`src/rtl/algorithmic_8bit_barrel_shifter.sv`:
```
// algorithmic_8bit_barrel_shifter: registered log-shifter (SLL/SRL/SRA/ROL by base2exp); ports clk, rst, in_valid, data_in, base2exp, mode -> data_out, out_valid
module algorithmic_8bit_barrel_shifter #(
  parameter int N = 8
) (
  input  logic                 clk,
  input  logic                 rst,
  input  logic                 in_valid,
  input  logic [N-1:0]         data_in,
  input  logic [$clog2(N)-1:0] base2exp,
  input  logic [1:0]           mode,
  output logic [N-1:0]         data_out,
  output logic                 out_valid
);
  localparam int S = $clog2(N);
  for (genvar i = 0; i < S; i++) begin : g_stage
    localparam int A = 1 << i;
    logic [N-1:0] a, sh, q;
    if (i == 0) begin : g_first
      assign a = data_in;
    end else begin : g_next
      assign a = g_stage[i-1].q;
    end
    always_comb sh = mode == 2'b00 ? {a[N-1-A:0], {A{1'b0}}} :
                     mode == 2'b01 ? {{A{1'b0}}, a[N-1:A]} :
                     mode == 2'b10 ? {{A{a[N-1]}}, a[N-1:A]} :
                                     {a[N-1-A:0], a[N-1:N-A]};
    assign q = base2exp[i] ? sh : a;
  end
  always_ff @(posedge clk) begin
    if (rst) begin
      data_out  <= '0;
      out_valid <= 1'b0;
    end else begin
      out_valid <= in_valid;
      if (in_valid) data_out <= g_stage[S-1].q;
    end
  end
endmodule

```
`config.mk`:
```
export PLATFORM = sky130hd
export DESIGN_NAME = algorithmic_8bit_barrel_shifter
export DESIGN_NICKNAME = d
export VERILOG_FILES = /design/src/rtl/algorithmic_8bit_barrel_shifter.sv
export SDC_FILE = /design/constraint.sdc
export NUM_CORES = 1
export LEC_CHECK = 0
export BUFFER_PORTS_ARGS = -buffer_cell sky130_fd_sc_hd__clkbuf_2
export CAP_MARGIN = 10
export CORE_UTILIZATION = 25
export DETAILED_ROUTE_END_ITERATION = 16
export PLACE_DENSITY_LB_ADDON = 0.1
export SKIP_LAST_GASP = 1
export SYNTH_ARGS = -nofsm -noshare
export SYNTH_HDL_FRONTEND = slang
export SYNTH_SLANG_ARGS = --single-unit
```
`constraint.sdc`:
```
create_clock -name clk -period 2.5 [get_ports clk]
set_clock_uncertainty 0.15 [all_clocks]
set_input_delay 0.375 -clock clk [delete_from_list [all_inputs] [get_ports clk]]
set_output_delay 0.375 -clock clk [all_outputs]
set_load 0.005 [all_outputs]
```
==> Flow_metrics.wiki <==
{| class="wikitable"
! Metric !! Value
|-
| Outcome || finished, violations left
|-
| Failing checks || DRC
|-
| CTS Buf Count || 3
|-
| Critical path data arrival time || 1.94 ns
|-
| Final GP Congestion || 0.8186
|-
| Final-report hold violation count || 0
|-
| Resize count post-CTS || 0
|-
| Number of max-capacitance violations reported || 0
|-
| Register area share after synthesis || 0.1720
|-
| Postcts setup bufs || 0
|-
| Area of the die || 4452 um2
|-
| Max H-tree Level || 1
|-
| Peak supply drop || 0.1738 mV
|-
| Final max-slew violation count || 0
|-
| Type of element launching the critical path || input pin
|-
| Endpoints failing setup || 0
|-
| Average instance area after synthesis || 7.273 um2
|-
| Layout net count || 180
|-
| Largest net degree at the start of global routing || 27
|-
| Fraction of the core area covered by cells at the end of the flow || 0.3159
|-
| Total standard cell area after synthesis || 1047 um2
|-
| CTS Hold Buffers Added || 0
|-
| Count of synthesis-stage warnings from yosys || 0
|-
| Setup repair after global routing missed its margin || no
|-
| Global-route wire length before repair || 5361 um
|-
| Slowest CP cell || xnor2_2
|-
| Routed wire length per instance || 15.49 um
|-
| Number of instances in the placed design || 209
|-
| Share of the clock period used by the worst path || 0.7787
|-
| Vias in the first global route || 1078
|-
| Fraction of final layout cells sized beyond drive strength 1 || 0.2393
|-
| I/O pin cnt || 25
|-
| Worst-Skew Late Latency || 0.23 ns
|-
| Die Y-Extent || 66.72 um
|-
| Hold Path Class || input pin to flop
|-
| Leakage Power || 0.0005325 uW
|-
| Number of enable flip-flop cells after synthesis || 0
|-
| WP data required || 2.50 ns
|-
| Violation count after the first detailed-route iteration || 59
|-
| Antenna violation net count after detailed routing || 0
|-
| Number of search-and-repair iterations in the first detailed-routing pass || 10
|-
| CTS tree || done
|-
| Hold_ws || 0.2913 ns
|-
| Maximum clock insertion buffer count || 2
|-
| Critical path type || input pin to flop
|-
| Signed area change from the synthesized netlist to the final layout || 20.67%
|-
| Total negative slack || 0 ns
|-
| Count of input and output buffers || 24
|-
| Effective utilization at floorplan || 0.2618
|-
| Clock root buffer || clkbuf_8
|-
| Ratio of total power to cell area || 417.8 nW/um2
|-
| Proportion of register bits with asynchronous set or reset after synthesis || 0
|-
| Total number of vias || 1149
|-
| Final HPWL DP || 2515 um
|-
| Relative max-transition margin || 0.6464
|-
| Top achievable clock speed || 513.6 MHz
|-
| Worst-path clk slew || 0.05 ns
|-
| Highest cell delay on the worst timing path || 0.38 ns
|-
| Share of the synthesized area in the top cell type || 0.1720
|-
| Placement row count || 23
|-
| Count of different cell masters after synthesis || 42
|-
| CP Cell Sequence || clkbuf_2 -> xnor2_2 -> buf_4 -> nand2_1 -> a311o_1 -> o211a_1 -> o32ai_2
|-
| Leading post-synthesis cells by instance count || nand2_1, a21oi_1, nor2_1
|-
| Final critical delay including setup and external delays || 1.947 ns
|-
| DRC Markers || 2
|-
| Number of stages on the worst hold path || 2
|-
| Post-Synthesis Cells || 144
|-
| Leading cell type by number of instances after synthesis || nand2_1
|-
| Worst Path Max Fanout || 15
|-
| Largest cells by area after synthesis || dfxtp_1, mux2i_1, a21oi_1
|-
| Antenna violations before repair || 0
|-
| Worst slew pin tran || 0.5305 ns
|-
| Average via count per standard cell || 5.394
|-
| Sum of overflow across all layers after global routing || 0
|-
| Number of sinks driven by the clock tree || 9
|-
| Ys flop type || dfxtp_1
|-
| Total core area || 4000 um2
|-
| Final Instance Count excl. Fillers || 213
|-
| Global router's overall resource usage || 0.1599
|-
| Diode count || 0
|-
| Number of storage elements in the synthesis netlist || 9
|-
| Post-Synthesis Net Count || 160
|-
| Worst Reg-to-Reg Cells || 3
|-
| Die span in x || 66.72 um
|-
| Nature of the critical path endpoint || flop
|-
| Wirelength, routed || 3300 um
|-
| Post-synthesis cell type with the largest combined area || dfxtp_1
|}
## logic make-up (layout without fill, tap and decap cells)
family | after synthesis | in the layout | synth area share
muxes | 13 | 13 | 0.1374
AOI/OAI and AO/OA | 46 | 46 | 0.3202
DFF | 9 | 9 | 0.1720
xor gates and xnor gates | 2 | 2 | 0.02390
buffers and inverters | 18 | 37 | 0.07288
and+or+nand+nor | 56 | 56 | 0.2736
## flip-flops by register name (all words and copies together) (netlist names)
register / cells
data_out: 8
out_valid: 1
## worst paths after layout
check	slack [ns]	end	from
max reg2reg	1.46	data_out[2]	data_out[2]
min	0.29	data_out[0]	rst
min reg2reg	0.32	data_out[5]	data_out[5]
max	0.55	data_out[6]	mode[1]
## where the power goes
group          internal (uW)  switching (uW)  leakage, uW
logic                   85.9             114     0.000435
registers                156            6.04    0.0000743
clock network            111            55.3    0.0000228
## cell type report
type	instances	area [um2]
Fill cell	445	2736
Multi-Input combinational cell	117	790.8
Sequential cell	9	180.2
Timing Repair Buffer	29	170.2
Tap cell	50	62.56
Clock buffer	4	45.04
Inverter	4	15.01
## metal layers
layer	vias to the layer above	wire [um]	share of wire	track usage
li1	580	-	-	-
met4	0	55	0.017	0.03191
met2	37	1491	0.45	0.2538
met3	4	153	0.046	0.03767
met1	528	1598	0.48	0.2175
met5	-	0	0	0
## worst max-delay path, delay by kind of cell
| kind | cells | cell delay, ns |
|---|---|---|
| buffers and inverters | 2 | 0.42 |
| AOI/OAI and AO/OA | 3 | 0.71 |
| xor gates and xnor gates | 1 | 0.38 |
| and+or+nand+nor | 1 | 0.06 |
## through the flow
step / area (um2) / setup slack (ns) / power [uW]
CTS: 1264 / 0.5407 / 531.7
floorplan: 1047 / 0.6522 / 292.9
global route: 1264 / 0.4693 / 563.5
finish: 1264 / 0.5531 / 527.9
global placement: 1219 / 0.2861 / 364.9
detailed placement: 1219 / 0.3027 / 363.6
## cells in the final DEF, fill, tap and decap left out, types with 2 or more instances in the layout
cell      count
clkbuf_2     24
nand3b_1      3
a32o_1        2
or3b_2        2
a31oi_1       2
o221ai_1      4
mux2i_1      11
nand2_1      16
o32ai_1       2
nor2b_1       4
clkbuf_8      3
and2_1        2
dfxtp_1       9
nor2_1       13
o211ai_1      2
a21oi_1      13
o21ai_0       6
inv_1         4
nand3_1       5
nand2b_1      7
a311oi_1      3
buf_4         4
Power figures use the tool's default switching activity.
